[src/rtl/regfile_mp.sv]
// regfile_mp: multi-port register file with two write ports (A has priority),
// optional write-to-read bypass and a per-register pending-write scoreboard
// that decode uses to stall on results that are still outstanding.
module regfile_mp #(
    parameter int               WIDTH   = 16,
    parameter int               ADDR_W  = 3,
    parameter int               BYPASS  = 1,
    parameter int               ZERO_R0 = 0,
    parameter logic [WIDTH-1:0] RST_R0  = 'h0001,
    parameter logic [WIDTH-1:0] RST_R1  = 'h0001
) (
    input  logic                     clk,
    input  logic                     rst,
    input  logic [ADDR_W-1:0]        rega,
    input  logic [ADDR_W-1:0]        regb,
    output logic [WIDTH-1:0]         read1,
    output logic [WIDTH-1:0]         read2,
    output logic                     busy1,
    output logic                     busy2,
    input  logic                     wa_en,
    input  logic [ADDR_W-1:0]        wa_reg,
    input  logic [WIDTH-1:0]         wa_data,
    input  logic                     wb_en,
    input  logic [ADDR_W-1:0]        wb_reg,
    input  logic [WIDTH-1:0]         wb_data,
    input  logic                     rsv_en,
    input  logic [ADDR_W-1:0]        rsv_reg,
    output logic [(2**ADDR_W)-1:0]   busy_vec,
    output logic                     conflict
);

    localparam int DEPTH = 2 ** ADDR_W;

    logic [WIDTH-1:0] regs [DEPTH];
    logic [DEPTH-1:0] busy_nxt;

    logic wa_ok;      // port A write that actually lands
    logic wb_live;    // port B enabled and targeting a writable register
    logic wb_ok;      // port B write that actually lands (not shadowed by A)
    logic collide;    // both ports aimed at the same writable register
    logic rsv_ok;     // reserve that actually takes effect

    // Register 0 is read-only when hard-wired to zero
    function automatic logic is_locked(input logic [ADDR_W-1:0] a);
        return (ZERO_R0 != 0) && (a == '0);
    endfunction

    function automatic logic [WIDTH-1:0] reset_value(input int idx);
        if (idx == 0)
            return (ZERO_R0 != 0) ? '0 : RST_R0;
        else if (idx == 1)
            return RST_R1;
        else
            return '0;
    endfunction

    // Stored value, optionally overridden by a same-cycle write (port A first)
    function automatic logic [WIDTH-1:0] read_port(
        input logic [ADDR_W-1:0] a,
        input logic [WIDTH-1:0]  stored,
        input logic              a_ok,
        input logic [ADDR_W-1:0] a_reg,
        input logic [WIDTH-1:0]  a_data,
        input logic              b_ok,
        input logic [ADDR_W-1:0] b_reg,
        input logic [WIDTH-1:0]  b_data
    );
        logic [WIDTH-1:0] v;
        v = stored;
        if (BYPASS != 0) begin
            if (a_ok && (a_reg == a))
                v = a_data;
            else if (b_ok && (b_reg == a))
                v = b_data;
        end
        if (is_locked(a))
            v = '0;
        return v;
    endfunction

    // Qualify write/reserve requests; port B yields to port A on the same register
    always_comb begin
        wa_ok   = wa_en && !is_locked(wa_reg);
        wb_live = wb_en && !is_locked(wb_reg);
        collide = wa_ok && wb_live && (wa_reg == wb_reg);
        wb_ok   = wb_live && !collide;
        rsv_ok  = rsv_en && !is_locked(rsv_reg);
    end

    // Register storage; reset overrides any same-cycle write
    always_ff @(posedge clk) begin
        if (rst) begin
            for (int i = 0; i < DEPTH; i++)
                regs[i] <= reset_value(i);
        end else begin
            if (wb_ok)
                regs[wb_reg] <= wb_data;
            if (wa_ok)
                regs[wa_reg] <= wa_data;
        end
    end

    // Scoreboard next state: a new reservation beats a clearing write
    always_comb begin
        busy_nxt = busy_vec;
        for (int i = 0; i < DEPTH; i++) begin
            if (rsv_ok && (rsv_reg == ADDR_W'(i)))
                busy_nxt[i] = 1'b1;
            else if ((wa_ok && (wa_reg == ADDR_W'(i))) ||
                     (wb_ok && (wb_reg == ADDR_W'(i))))
                busy_nxt[i] = 1'b0;
        end
    end

    // Scoreboard and conflict flag registers
    always_ff @(posedge clk) begin
        if (rst) begin
            busy_vec <= '0;
            conflict <= 1'b0;
        end else begin
            busy_vec <= busy_nxt;
            conflict <= collide;
        end
    end

    // Combinational read ports; busy bits come from the registered scoreboard only
    always_comb begin
        read1 = read_port(rega, regs[rega], wa_ok, wa_reg, wa_data, wb_ok, wb_reg, wb_data);
        read2 = read_port(regb, regs[regb], wa_ok, wa_reg, wa_data, wb_ok, wb_reg, wb_data);
        busy1 = busy_vec[rega];
        busy2 = busy_vec[regb];
    end

endmodule
[config.mk]
export PLATFORM = sky130hd
export DESIGN_NAME = regfile_mp
export DESIGN_NICKNAME = d
export VERILOG_FILES = /design/src/rtl/regfile_mp.sv
export SDC_FILE = /design/constraint.sdc
export NUM_CORES = 1
export LEC_CHECK = 0
export CAP_MARGIN = 20
export CORE_MARGIN = 3
export CORE_UTILIZATION = 56
export DETAILED_ROUTE_END_ITERATION = 8
export PLACE_DENSITY = 0.79
export SYNTH_ARGS = -nofsm -noshare
export SYNTH_HDL_FRONTEND = slang
export SYNTH_SLANG_ARGS = --single-unit
[constraint.sdc]
create_clock -name clk -period 3.45 [get_ports clk]
set_input_delay 0.69 -clock clk [delete_from_list [all_inputs] [get_ports clk]]
set_output_delay 0.69 -clock clk [all_outputs]
set_load 0.02 [all_outputs]
# Yosys cells after proc, flatten, opt, wreduce, memory -nomap -nowiden
# Memories as Yosys holds them, arrays and structs flattened.
# Cells that the tools add are included.
# classes
muxes,40
order_cmp,2
eq_ne,26
reduce_logical,53
# op_table
op,n
$mux 16,8
$eq 3x3->1 const B,12
$reduce_or 16->1,2
$logic_and 1x1->1,31
$mux 1,28
$eq 3x2->1 const B,6
$reduce_bool 2->1,8
$eq 3x3->1,5
$eq 3x1->1 const B,3
$logic_not 3->1,3
$logic_or 1x1->1,8
$lt 3x4->1 const B,2
$bmux 1 s3,2
$mux 3,2
$logic_not 1->1,1
# word_totals
input_bits,52
ramBits,128
register_bits,9
output_inout_bits,43
n_memories,1
# memory_table
name,words,width,rd,rd_ports_with_merged_regs,write_ports,line_no,source
regs,8,16,2,0,8,34,logic [WIDTH-1:0] regs [DEPTH];

# Logic depth before layout (Yosys ltp)
# logic_depth
ltp_word,9
mapped_depth,7
depth_no_buf,4

# Worst setup path before layout
# OpenSTA, ideal clock, no wires.
# synth_timing
kind,input to output
startpoint,input port wb_reg[1]
endpoint,output port read2[0]
required_time_ps,2760
stages,6
arrival_time_ps,2371
n_path_buf,2
slack_ps,389
cell_sequence,buf_2 xor2_1 o41a_1 and2_1 buf_6 a221oi_1
# synth_between
elab_chain_cells,7
word_cells_on_any_way,8
cone_classes,2 x eq/ne; 2 x mux; 4 x reduce/logical
# synth_lines
item,line_no,source
from (decl),24,"input logic [ADDR_W-1:0] wb_reg,"
$eq 3x3->1,85,collide = wa_ok && wb_live && (wa_reg == wb_reg);
$logic_and 1x1->1,85,
$logic_not 1->1,86,wb_ok = wb_live && !collide;
$logic_and 1x1->1,86,
$logic_and 1x1->1 *,73,else if (b_ok && (b_reg == a))
$mux 16 *,73,
$mux 16 *,71,if (a_ok && (a_reg == a))
to (decl),17,"output logic [WIDTH-1:0] read2,"
# Every way passes the cells marked *; elsewhere a longest branch is shown, timed or not.

# Final worst setup path
# layout_timing
startpoint,input port wa_reg[2]
endpoint,output port read2[3]
# layout_between
elab_chain_cells,7
word_cells_on_any_way,9
cone_classes,2 x eq/ne; 2 x mux; 5 x reduce/logical
# layout_lines
item,line_no,source
from (decl),21,"input logic [ADDR_W-1:0] wa_reg,"
$eq 3x3->1,85,
$logic_and 1x1->1,85,
$logic_not 1->1,86,
$logic_and 1x1->1,86,
$logic_and 1x1->1,73,
$mux 16,73,
$mux 16 *,71,
# Marked as above.

==> results.ini <==
[status]
outcome=complete, no violations

[critical_path]
worst_ep_arrival_time_ns=2.73
regToRegSetupSlack_ns=2.33
worstRegToRegCells=2
r2r-end=busy_vec[2]$_SDFFE_PP0P_
path_cells=clkdlybuf4s50_1 -> xor2_1 -> o41a_1 -> and2_1 -> buf_12 -> a221oi_1 -> buf_2
crit_type=in -> out
end_kind=output port
required_ns=2.76
crit_path_top_delay_cell=clkdlybuf4s50_1
cp_max_fo=16
crit_buf_inv=3
r2r-start=busy_vec[2]$_SDFFE_PP0P_
max_stage_delay_ns=0.45
crit_family=buffers and inverters
startpoint_type=input port

[sta]
holdWs_ns=0.510
slew_viol_final=0
fin_skew_ns=0
fmax_mhz=292
setup_viol=0
tightest_slew_ns=0.991
period_needed_ns=3.42
report.final.hold_viol_count=0
max_slew_margin_pct=33.6
fin_crit_sh_pct=99.2

[placed_design]
placed_area_um2=10700
place_congestion=1.03
numPortBuffers=94
dp.cells=1048
hpwl_um=21100

[route]
final_antenna_net_count=0
drt_wl_total_um=31400
drt_iter0_markers=1464
drc=0
wl_per_cell_um=29.1
dr.pass1.iters=7
routed_via_density=7.33
num_vias=7930

[flow_run]
drv_cap=0

[power]
p_leak_nw=4.13
p_sw_mw=1.44
p_int_mw=3.64
pwr-share-comb_pct=23.7
seq_power_share_pct=39.8
power_mw=5.08
vdd_drop_max_mv=0.317
p_sw_share_pct=28.4
powerDensity_nw_per_um2=449
power_frac_clock_pct=36.5

[grt]
met1_usage_pct=43.7
grt_busiest_layer=met2
met2_usage_pct=55.7
overflow=0
antenna_found_initial=0
grt_pass1_wl_um=46800
grt_usage_pct=35.3
grt_pass1_vias=7917
grtUsageMet3_pct=10.6
grt_max_degree=75

[yosys]
synth_cells=737
netlist_area_um2=8980
yosysSeqAreaShare_pct=44.8
yosys_register_bits=137
async_flop_share_pct=0
synth.largest_area_cell=edfxtp_1
synth-edff-count=128
synth_top_area_share_pct=42.8
yosysWarnings=0
syn_avg_cell_area_um2=12.2
synthFlopType=edfxtp_1
synth_nets=789
ys_types=50
netlist_top_cells_area=edfxtp_1, mux4_2, a22oi_1

[die]
core-area_um2=15400
rows=45
die-area_um2=17600
initial_utilization_pct=58.2
die_h_um=133
die_w_um=133
io_pins=95

[clock_network]
root_buffer=clkbuf_16
hold_buffers=0
cts_tree=done
cts_sinks=137
clk_pin_slew_worst_paths_ns=0.06
cts_buffer_depth=2
clkLatencyLatePin_ns=0.41
numCtsBuffers=17
h-tree-depth=4

[layout]
fillers=1035
final_area_um2=11300
finalNonFillerCells=1082
areaGrowthSynthToFinish_pct=25.9
final_common_cell=nor2_1
layout_common_cells=nor2_1, edfxtp_1, buf_4
diodes=0
nets=910
drive_gt1_share_pct=33.9

[min_path]
min_path_cells=2
min-delay-start=busy_vec[5]$_SDFFE_PP0P_
hold_end=busy_vec[5]$_SDFFE_PP0P_
min_path_type=reg -> reg

## stage by stage
| stage | utilization, % | setup WS, ns | setup TNS [ns] |
|---|---|---|---|
| after floorplan | - | 0.389 | 0 |
| after global placement | 69.4 | -0.398 | -10.84 |
| after detailed placement | 69.5 | -0.403 | -11.33 |
| after CTS | 73.5 | 0.00327 | 0 |
| after global routing | 73.3 | -0.0300 | -0.0300 |
| final | 73.3 | 0.0268 | 0 |
## layer usage
metal	vias up	routed length, µm	share of wire, %
met4	2	1610	5.1
met1	3804	10300	33
met3	172	4420	14
li1	3156	-	-
met2	796	15100	48
met5	-	47	0.15
## state kept, by name (all words and copies together) (netlist names)
signal,cells
conflict,1
regs,128
busy_vec,8
## worst max-delay path by stage
stage	startpoint	endpoint	cells after the start	slack (ns)
final	wa_reg[2]	read2[3]	7	0.03
after global routing	wa_reg[2]	read2[3]	7	-0.03
after CTS	wa_reg[0]	read1[13]	7	0.003
after detailed placement	wa_reg[0]	read2[4]	7	-0.40
after global placement	wa_reg[1]	read2[14]	9	-0.40
after floorplan	wb_reg[1]	read2[0]	6	0.39
## worst reg2reg max path, cell delays in order (launching register included)
cell	delay [ns]
dfxtp_1	0.39
or3b_2	0.47
a21oi_1	0.17
## final cells by class
cell class / count / area (µm²) / share of cell area [%]
Multi-Input combinational cell: 476 / 4550 / 40.2
Timing Repair Buffer: 203 / 1790 / 15.8
Clock buffer: 18 / 429 / 3.79
Sequential cell: 137 / 4020 / 35.6
Clock inverter: 14 / 174 / 1.54
Inverter: 23 / 86.3 / 0.763
Tap cell: 211 / 264 / 2.33
## Yosys cell counts (3+ instances only)
master	instances
dfxtp_1	9
clkbuf_1	53
a22oi_1	94
nor3_2	4
xor2_1	9
nand2b_1	4
buf_6	5
or3_1	6
mux4_2	68
a221oi_1	12
mux2i_1	32
xnor2_1	6
nand3_1	4
a22o_1	32
a21oi_1	5
edfxtp_1	128
nand4_1	3
nor2_1	131
or3b_2	4
inv_1	23
buf_1	12
buf_2	29
nor2b_1	4
nand2_1	5
o22ai_1	3
nor3_1	3
a221oi_2	20
## power groups by stage
stage	clock, mW	sequential (mW)	combinational, mW
after floorplan	0	2.03	0.671
after global placement	0	2.03	1.18
after detailed placement	0	2.05	1.20
after CTS	1.86	2.02	1.17
after global routing	1.92	2.03	1.24
final	1.86	2.02	1.20
## timing repair
| item | in CTS | in global routing |
|---|---|---|
| buffers inserted | 2 | 0 |
| cloned | 0 | 0 |
| endpoints found under the hold margin | 0 | 0 |
| endpoints found under the setup margin | 34 | 33 |
| resized for setup | 121 | 49 |
| pin swaps | 0 | 2 |
## cells by family (layout without fill, tap and decap cells)
| kind of cell | after synthesis | in the layout | share of synthesized area, % |
|---|---|---|---|
| xor+xnor | 15 | 15 | 1.46 |
| buf+inv | 124 | 258 | 6.22 |
| mux | 102 | 102 | 20.9 |
| flops | 137 | 137 | 44.8 |
| simple gates | 184 | 184 | 9.83 |
| compound gates | 175 | 175 | 16.8 |
Note: power is estimated with default switching activity, not from simulation.
